===== src/rtl/mem_wb_pkg.sv =====
// Shared definitions for the MEM/WB stage buffer: write-back control bit
// positions, default widths, the beat record and the register-file write gate.
package mem_wb_pkg;

  localparam int WB_REGWRITE = 1;
  localparam int WB_MEMTOREG = 0;

  localparam int MW_DATA_W = 32;
  localparam int MW_ADDR_W = 5;

  // Beat record at the default widths; the top rebuilds the same layout
  // from its own parameters so non-default widths stay consistent.
  typedef struct packed {
    logic [1:0]           wb;
    logic [MW_DATA_W-1:0] mem_data;
    logic [MW_DATA_W-1:0] alu_data;
    logic [MW_ADDR_W-1:0] rd;
  } mem_wb_beat_t;

  // Register-file write enable for a beat being loaded into the output register.
  function automatic logic rf_write_en(input logic [1:0] wb,
                                       input logic       rd_is_zero,
                                       input logic       zero_suppress);
    return wb[WB_REGWRITE] & ~(zero_suppress & rd_is_zero);
  endfunction

endpackage


===== src/rtl/mem_wb_stage_buf_if.sv =====
// MEM-side handshake and WB-side result bus of the MEM/WB stage buffer.
// slave = the stage itself, master = whoever drives MEM and observes WB.
interface mem_wb_stage_buf_if #(
  parameter int DATA_W = 32,
  parameter int ADDR_W = 5,
  parameter int CNT_W  = 2
);
  logic              in_valid_i;
  logic              in_ready_o;
  logic [1:0]        WB_i;
  logic [DATA_W-1:0] MEM_data_i;
  logic [DATA_W-1:0] ALU_data_i;
  logic [ADDR_W-1:0] RegWriteAddr_i;
  logic              CacheStall_i;
  logic              flush_i;
  logic              valid_o;
  logic              RegWrite_o;
  logic              MemToReg_o;
  logic [DATA_W-1:0] Mem_data_o;
  logic [DATA_W-1:0] ALU_data_o;
  logic [ADDR_W-1:0] RegWriteAddr_o;
  logic [DATA_W-1:0] wb_data_o;
  logic [CNT_W-1:0]  count_o;

  modport slave (
    input  in_valid_i, WB_i, MEM_data_i, ALU_data_i, RegWriteAddr_i,
           CacheStall_i, flush_i,
    output in_ready_o, valid_o, RegWrite_o, MemToReg_o, Mem_data_o,
           ALU_data_o, RegWriteAddr_o, wb_data_o, count_o
  );

  modport master (
    output in_valid_i, WB_i, MEM_data_i, ALU_data_i, RegWriteAddr_i,
           CacheStall_i, flush_i,
    input  in_ready_o, valid_o, RegWrite_o, MemToReg_o, Mem_data_o,
           ALU_data_o, RegWriteAddr_o, wb_data_o, count_o
  );
endinterface


===== src/rtl/mem_wb_stage_buf_chk.sv =====
// Occupancy checker for the holding FIFO: overflow and underflow must be
// impossible given the handshake in the top.
module mem_wb_stage_buf_chk (
  input logic clk_i,
  input logic rst_i,
  input logic push_i,
  input logic pop_i,
  input logic full_i,
  input logic empty_i
);

  // A push into a full FIFO is only legal when a pop frees a slot that cycle.
  a_no_overflow: assert property (@(posedge clk_i) disable iff (rst_i)
    !(push_i && full_i && !pop_i));

  // Nothing may ever be popped from an empty FIFO.
  a_no_underflow: assert property (@(posedge clk_i) disable iff (rst_i)
    !(pop_i && empty_i));

endmodule


===== src/rtl/mem_wb_stage_buf_pipe_fifo.sv =====
// Small register FIFO holding beats while WB is stalled. Pointers wrap
// modulo DEPTH (a power of two); clear_i empties it synchronously.
module pipe_fifo #(
  parameter type T     = logic,
  parameter int  DEPTH = 2,
  localparam int PTR_W = $clog2(DEPTH),
  localparam int CNT_W = $clog2(DEPTH) + 1
) (
  input  logic             clk_i,
  input  logic             rst_i,
  input  logic             clear_i,
  input  logic             push_i,
  input  logic             pop_i,
  input  T                 data_i,
  output T                 data_o,
  output logic             full_o,
  output logic             empty_o,
  output logic [CNT_W-1:0] count_o
);

  T                 mem_q [DEPTH];
  logic [PTR_W-1:0] wr_ptr_q, wr_ptr_d;
  logic [PTR_W-1:0] rd_ptr_q, rd_ptr_d;
  logic [CNT_W-1:0] count_q, count_d;

  // Next pointer and occupancy values from push/pop/clear.
  always_comb begin
    wr_ptr_d = wr_ptr_q;
    rd_ptr_d = rd_ptr_q;
    count_d  = count_q;
    if (clear_i) begin
      wr_ptr_d = {PTR_W{1'b0}};
      rd_ptr_d = {PTR_W{1'b0}};
      count_d  = {CNT_W{1'b0}};
    end else begin
      if (push_i) begin
        wr_ptr_d = wr_ptr_q + PTR_W'(1);
      end else begin
        wr_ptr_d = wr_ptr_q;
      end
      if (pop_i) begin
        rd_ptr_d = rd_ptr_q + PTR_W'(1);
      end else begin
        rd_ptr_d = rd_ptr_q;
      end
      case ({push_i, pop_i})
        2'b10:   count_d = count_q + CNT_W'(1);
        2'b01:   count_d = count_q - CNT_W'(1);
        default: count_d = count_q;
      endcase
    end
  end

  // Pointer, occupancy and storage registers.
  always_ff @(posedge clk_i or posedge rst_i) begin
    if (rst_i) begin
      wr_ptr_q <= {PTR_W{1'b0}};
      rd_ptr_q <= {PTR_W{1'b0}};
      count_q  <= {CNT_W{1'b0}};
      for (int i = 0; i < DEPTH; i++) begin
        mem_q[i] <= '0;
      end
    end else begin
      wr_ptr_q <= wr_ptr_d;
      rd_ptr_q <= rd_ptr_d;
      count_q  <= count_d;
      if (push_i && !clear_i) begin
        mem_q[wr_ptr_q] <= data_i;
      end
    end
  end

  assign data_o  = mem_q[rd_ptr_q];
  assign full_o  = (count_q == CNT_W'(DEPTH));
  assign empty_o = (count_q == {CNT_W{1'b0}});
  assign count_o = count_q;

endmodule


===== src/rtl/mem_wb_stage_buf.sv =====
// MEM/WB pipeline stage: output register with bypass, a holding FIFO that
// absorbs beats while the cache stalls WB, flush and bubble insertion.
module mem_wb_stage_buf
  import mem_wb_pkg::*;
#(
  parameter int DATA_W        = 32,
  parameter int ADDR_W        = 5,
  parameter int DEPTH         = 2,
  parameter int ZERO_SUPPRESS = 1
) (
  input logic              clk_i,
  input logic              rst_i,
  mem_wb_stage_buf_if.slave bus
);

  localparam int CNT_W = $clog2(DEPTH) + 1;

  typedef struct packed {
    logic [1:0]        wb;
    logic [DATA_W-1:0] mem_data;
    logic [DATA_W-1:0] alu_data;
    logic [ADDR_W-1:0] rd;
  } beat_t;

  localparam logic ZS = (ZERO_SUPPRESS != 0);

  beat_t            in_beat_s;
  beat_t            head_s;
  beat_t            out_q, out_d;
  logic             valid_q, valid_d;
  logic             regwrite_q, regwrite_d;
  logic             ready_s;
  logic             accept_s;
  logic             push_s, pop_s, clear_s;
  logic             full_s, empty_s;
  logic [CNT_W-1:0] count_s;

  assign in_beat_s = '{wb: bus.WB_i, mem_data: bus.MEM_data_i,
                       alu_data: bus.ALU_data_i, rd: bus.RegWriteAddr_i};

  // Handshake: refuse only on flush, or when full and WB cannot drain.
  assign ready_s  = ~bus.flush_i & (~full_s | ~bus.CacheStall_i);
  assign accept_s = bus.in_valid_i & ready_s;

  // Output-register next state and FIFO control; flush beats stall beats load.
  always_comb begin
    out_d      = out_q;
    valid_d    = valid_q;
    regwrite_d = regwrite_q;
    push_s     = 1'b0;
    pop_s      = 1'b0;
    clear_s    = 1'b0;
    if (bus.flush_i) begin
      clear_s    = 1'b1;
      valid_d    = 1'b0;
      regwrite_d = 1'b0;
    end else if (bus.CacheStall_i) begin
      push_s = accept_s;
    end else if (!empty_s) begin
      // Oldest buffered beat goes first; a new beat queues behind it.
      pop_s      = 1'b1;
      push_s     = accept_s;
      out_d      = head_s;
      valid_d    = 1'b1;
      regwrite_d = rf_write_en(head_s.wb, (head_s.rd == {ADDR_W{1'b0}}), ZS);
    end else if (accept_s) begin
      out_d      = in_beat_s;
      valid_d    = 1'b1;
      regwrite_d = rf_write_en(in_beat_s.wb, (in_beat_s.rd == {ADDR_W{1'b0}}), ZS);
    end else begin
      // Bubble: data fields hold, only the qualifiers drop.
      valid_d    = 1'b0;
      regwrite_d = 1'b0;
    end
  end

  // Output register toward WB and the register file.
  always_ff @(posedge clk_i or posedge rst_i) begin
    if (rst_i) begin
      out_q      <= '0;
      valid_q    <= 1'b0;
      regwrite_q <= 1'b0;
    end else begin
      out_q      <= out_d;
      valid_q    <= valid_d;
      regwrite_q <= regwrite_d;
    end
  end

  pipe_fifo #(
    .T     (beat_t),
    .DEPTH (DEPTH)
  ) u_fifo (
    .clk_i   (clk_i),
    .rst_i   (rst_i),
    .clear_i (clear_s),
    .push_i  (push_s),
    .pop_i   (pop_s),
    .data_i  (in_beat_s),
    .data_o  (head_s),
    .full_o  (full_s),
    .empty_o (empty_s),
    .count_o (count_s)
  );

  mem_wb_stage_buf_chk u_chk (
    .clk_i   (clk_i),
    .rst_i   (rst_i),
    .push_i  (push_s),
    .pop_i   (pop_s),
    .full_i  (full_s),
    .empty_i (empty_s)
  );

  assign bus.in_ready_o     = ready_s;
  assign bus.valid_o        = valid_q;
  assign bus.RegWrite_o     = regwrite_q;
  assign bus.MemToReg_o     = out_q.wb[WB_MEMTOREG];
  assign bus.Mem_data_o     = out_q.mem_data;
  assign bus.ALU_data_o     = out_q.alu_data;
  assign bus.RegWriteAddr_o = out_q.rd;
  assign bus.wb_data_o      = out_q.wb[WB_MEMTOREG] ? out_q.mem_data : out_q.alu_data;
  assign bus.count_o        = count_s;

endmodule


===== src/flat_wrapper.sv =====
// flat-port wrapper written by rule: the top's interface ports become plain ports
module mem_wb_stage_buf_flat import mem_wb_pkg::*;
#(
  parameter int DATA_W        = 32,
  parameter int ADDR_W        = 5,
  parameter int DEPTH         = 2,
  parameter int ZERO_SUPPRESS = 1
)
  (clk_i, rst_i, bus_in_valid_i, bus_WB_i, bus_MEM_data_i, bus_ALU_data_i, bus_RegWriteAddr_i, bus_CacheStall_i, bus_flush_i, bus_in_ready_o, bus_valid_o, bus_RegWrite_o, bus_MemToReg_o, bus_Mem_data_o, bus_ALU_data_o, bus_RegWriteAddr_o, bus_wb_data_o, bus_count_o);
  mem_wb_stage_buf_if #(.DATA_W(DATA_W), .ADDR_W(ADDR_W), .CNT_W((2))) bus_i ();
  input logic clk_i;
  input logic rst_i;
  input wire logic [$bits(bus_i.in_valid_i)-1:0] bus_in_valid_i;
  input wire logic [$bits(bus_i.WB_i)-1:0] bus_WB_i;
  input wire logic [$bits(bus_i.MEM_data_i)-1:0] bus_MEM_data_i;
  input wire logic [$bits(bus_i.ALU_data_i)-1:0] bus_ALU_data_i;
  input wire logic [$bits(bus_i.RegWriteAddr_i)-1:0] bus_RegWriteAddr_i;
  input wire logic [$bits(bus_i.CacheStall_i)-1:0] bus_CacheStall_i;
  input wire logic [$bits(bus_i.flush_i)-1:0] bus_flush_i;
  output wire logic [$bits(bus_i.in_ready_o)-1:0] bus_in_ready_o;
  output wire logic [$bits(bus_i.valid_o)-1:0] bus_valid_o;
  output wire logic [$bits(bus_i.RegWrite_o)-1:0] bus_RegWrite_o;
  output wire logic [$bits(bus_i.MemToReg_o)-1:0] bus_MemToReg_o;
  output wire logic [$bits(bus_i.Mem_data_o)-1:0] bus_Mem_data_o;
  output wire logic [$bits(bus_i.ALU_data_o)-1:0] bus_ALU_data_o;
  output wire logic [$bits(bus_i.RegWriteAddr_o)-1:0] bus_RegWriteAddr_o;
  output wire logic [$bits(bus_i.wb_data_o)-1:0] bus_wb_data_o;
  output wire logic [$bits(bus_i.count_o)-1:0] bus_count_o;
  assign bus_i.in_valid_i = bus_in_valid_i;
  assign bus_i.WB_i = bus_WB_i;
  assign bus_i.MEM_data_i = bus_MEM_data_i;
  assign bus_i.ALU_data_i = bus_ALU_data_i;
  assign bus_i.RegWriteAddr_i = bus_RegWriteAddr_i;
  assign bus_i.CacheStall_i = bus_CacheStall_i;
  assign bus_i.flush_i = bus_flush_i;
  assign bus_in_ready_o = bus_i.in_ready_o;
  assign bus_valid_o = bus_i.valid_o;
  assign bus_RegWrite_o = bus_i.RegWrite_o;
  assign bus_MemToReg_o = bus_i.MemToReg_o;
  assign bus_Mem_data_o = bus_i.Mem_data_o;
  assign bus_ALU_data_o = bus_i.ALU_data_o;
  assign bus_RegWriteAddr_o = bus_i.RegWriteAddr_o;
  assign bus_wb_data_o = bus_i.wb_data_o;
  assign bus_count_o = bus_i.count_o;
  mem_wb_stage_buf #(.DATA_W(DATA_W), .ADDR_W(ADDR_W), .DEPTH(DEPTH), .ZERO_SUPPRESS(ZERO_SUPPRESS)) u_core (.clk_i(clk_i), .rst_i(rst_i), .bus(bus_i));
endmodule

===== config.mk =====
export PLATFORM = sky130hd
export DESIGN_NAME = mem_wb_stage_buf_flat
export DESIGN_NICKNAME = d
export VERILOG_FILES = /design/src/rtl/mem_wb_pkg.sv /design/src/rtl/mem_wb_stage_buf_if.sv /design/src/rtl/mem_wb_stage_buf_chk.sv /design/src/rtl/mem_wb_stage_buf_pipe_fifo.sv /design/src/rtl/mem_wb_stage_buf.sv /design/src/flat_wrapper.sv
export SDC_FILE = /design/constraint.sdc
export NUM_CORES = 1
export LEC_CHECK = 0
export ABC_AREA = 1
export CAP_MARGIN = 10
export CORE_ASPECT_RATIO = 1.1
export CORE_MARGIN = 2
export CORE_UTILIZATION = 30
export DETAILED_ROUTE_END_ITERATION = 10
export PLACE_DENSITY = 0.53
export SLEW_MARGIN = 20
export SYNTH_ARGS = -nofsm -noshare
export SYNTH_HDL_FRONTEND = slang
export SYNTH_SLANG_ARGS = --single-unit

===== constraint.sdc =====
create_clock -name clk_i -period 12 [get_ports clk_i]
set_clock_uncertainty 0.15 [all_clocks]
set_input_delay 3.6 -clock clk_i [delete_from_list [all_inputs] [get_ports clk_i]]
set_output_delay 3.6 -clock clk_i [all_outputs]
set_load 0.02 [all_outputs]

==> metrics.cfg <==
[routing]
wire_per_inst_um = 19.5
final_antenna_net_count = 0
drt_iter0_drc = 799
vias = 9353
routed_wl_um = 36200
drc = 0
drt-vias-per-instance = 5.03
dr.pass1.iters = 6

[placed_design]
post-dp-hpwl_um = 22400
gp_congestion = 0.768
port_buffers = 182

[sta]
rsz0062_at_grt = false
finalHoldViolCount = 0
fin_crit_sh = 0.724
fin_setup_tns_ps = 0
setup_viol = 0
drv_slew = 0
holdWs_ps = 314
max-slew-margin-rel = 0.287
tightest_slew_ps = 1070
fmax_ghz = 0.115
layout_min_cycle_time_ps = 8690

[yosys]
postSynth.asyncResetShare = 1.00
synth_area_leader_cell = dfrtp_1
synth_common_cells = nand2_1 (505), dfrtp_1 (218), nand3_1 (208), o21ai_0 (100), clkbuf_1 (41)
synthDominantCellAreaShare = 0.535
postSynthCellCount = 1284
ys_seq_area_frac = 0.535
ys_types = 25
synth_flop_cell = dfrtp_1
syn-cell-area_um2 = 10200
avgSynthCellArea_um2 = 7.95
ys_warn_count = 0
synth_enable_flop_cells = 0
synthesis.nets = 1361
ys_seq_elements = 218
yosysMostFrequentCell = nand2_1
synth_area_leaders = dfrtp_1 (53%), nand2_1 (19%), nand3_1 (10%)

[floorplan]
core_area_um2 = 33400
initial_core_util = 0.306
pin_count = 183
die_h_um = 197
fp-row-count = 70
floorplan.die_area_um2 = 35500
die-width_um = 180

[clock_tree]
cts_resized = 0
hold_buffers = 0
cts_tree = built
cts.sink_count = 218
clk_latency_ps = 520
h-tree-depth = 1
cts_buffer_depth = 3
post_cts.repair.setup_buffers = 0
numCtsBuffers = 25
clockRootBuffer = clkbuf_16
path_clk_slew_ps = 60

[critical_path]
worst_setup_path_end_kind = output pin
worstSetupPathType = input port to output pin
start_kind = input port
required_ps = 8250
cp_max_fo = 6
arrival_ps = 4940

[power]
power.density_nw_per_um2 = 226
ir_drop_mv = 0.106
p_leak_nw = 6.05

[cells_and_area]
syn2layout_area_growth_pct = 28.1
layout-drive-gt1-share = 0.0540
fin_nets = 1486
diodes = 0

[global_routing]
grt_max_degree = 100
grt_overflow_total = 0
grt_util_all_layers = 0.201
antenna_found_initial = 0
grt_pass1_vias = 9099
grt_pass1_wl_um = 56100

[worst_hold_path]
min_path_type = flop to flop

[status]
status = finished, final reports clean

[job]
max_cap_viol_count = 0

## placed cells by master (no fill, tap or decap), drive strengths merged
cell | Yosys | final
a31oi | 1 | 1
nor2 | 13 | 13
ha | 1 | 1
clkbuf | 41 | 34
bufinv | 0 | 3
clkinv | 0 | 7
clkdlybuf4s50 | 0 | 182
nand3 | 208 | 208
o211ai | 32 | 32
xor2 | 1 | 1
clkinvlp | 0 | 1
xnor2 | 1 | 1
o21bai | 1 | 1
buf | 56 | 13
inv | 44 | 44
or2 | 5 | 5
a21oi | 15 | 15
mux2 | 1 | 1
dfrtp | 218 | 218
o21ai | 139 | 139
nand2 | 507 | 507
## state kept, by name, indices dropped and copies added (netlist names)
name and cells:
u_core.u_fifo.mem_q 142, u_core.bus.ALU_data_o 32, u_core.bus.Mem_data_o 32, u_core.bus.RegWriteAddr_o 5, u_core.u_fifo.count_o 2, u_core.bus.MemToReg_o 1
u_core.bus.RegWrite_o 1, u_core.bus.valid_o 1, u_core.u_fifo.rd_ptr_q 1, u_core.u_fifo.wr_ptr_q 1
## through the flow
stage	setup WS [ps]	cells	power, mW	util	cell area, um^2
detailed placement	3300	1814	2.18	0.366	12200
floorplan	2290	1284	1.68	-	10200
CTS	3300	1859	2.98	0.392	13100
global route	3260	1859	3.13	0.392	13100
finish	3310	1859	2.95	0.392	13100
global placement	3320	1814	2.16	0.366	12200
## routing by layer
layer  GRT usage  share of wire
met1       0.287           0.46
met2       0.326           0.46
met3      0.0291          0.054
met4      0.0446          0.018
met5           0              0
## power by group
part           internal, mW  switching, mW
sequential            0.985          0.204
combinational         0.397          0.572
clock                 0.478          0.316
## path summary, 6_finish.rpt
check,from,end,slack [ps],cells after the start
setup / recovery,bus_CacheStall_i,bus_in_ready_o,3310,3
hold / removal,u_core.u_fifo.mem_q[137]$_DFFE_PP0P_,u_core.u_fifo.mem_q[137]$_DFFE_PP0P_,310,2
setup reg to reg,u_core.u_fifo.count_o[1]$_DFFE_PP0P_,u_core.u_fifo.count_o[1]$_DFFE_PP0P_,8550,9
hold reg to reg,u_core.u_fifo.mem_q[137]$_DFFE_PP0P_,u_core.u_fifo.mem_q[137]$_DFFE_PP0P_,310,2
max in group asynchronous,rst_i,u_core.u_fifo.rd_ptr_q$_DFFE_PP0P_,6800,3
min in group asynchronous,rst_i,u_core.bus.ALU_data_o[1]$_DFFE_PP0P_,3450,2
## worst max-delay path, stage by stage
cell             delay (ps)
clkdlybuf4s50_1         500
a31oi_1                 210
clkdlybuf4s50_1         620
## cell families (layout without fill, tap and decap cells)
kind of cell             after synthesis  after routing  synth area share
AND/OR/NAND/NOR                      733            733             0.297
flip-flops                           218            218             0.535
AO/OA/AOI/OAI                        188            188             0.101
buffers and inverters                141            284            0.0630
XOR/XNOR                               2              2           0.00172
adder cells (fa/ha/maj)                1              1           0.00123
multiplexers                           1              1           0.00110
## final cells by class
cell class	instances	area, um^2
clock buffers	34	709
clock inverters	11	136
fillers	3443	20300
inverters	44	176
multi-input cells	925	4130
flip-flops and latches	218	5460
well taps	432	541
repair buffers	195	1920
No activity file was read; power rests on OpenSTA's default activity.
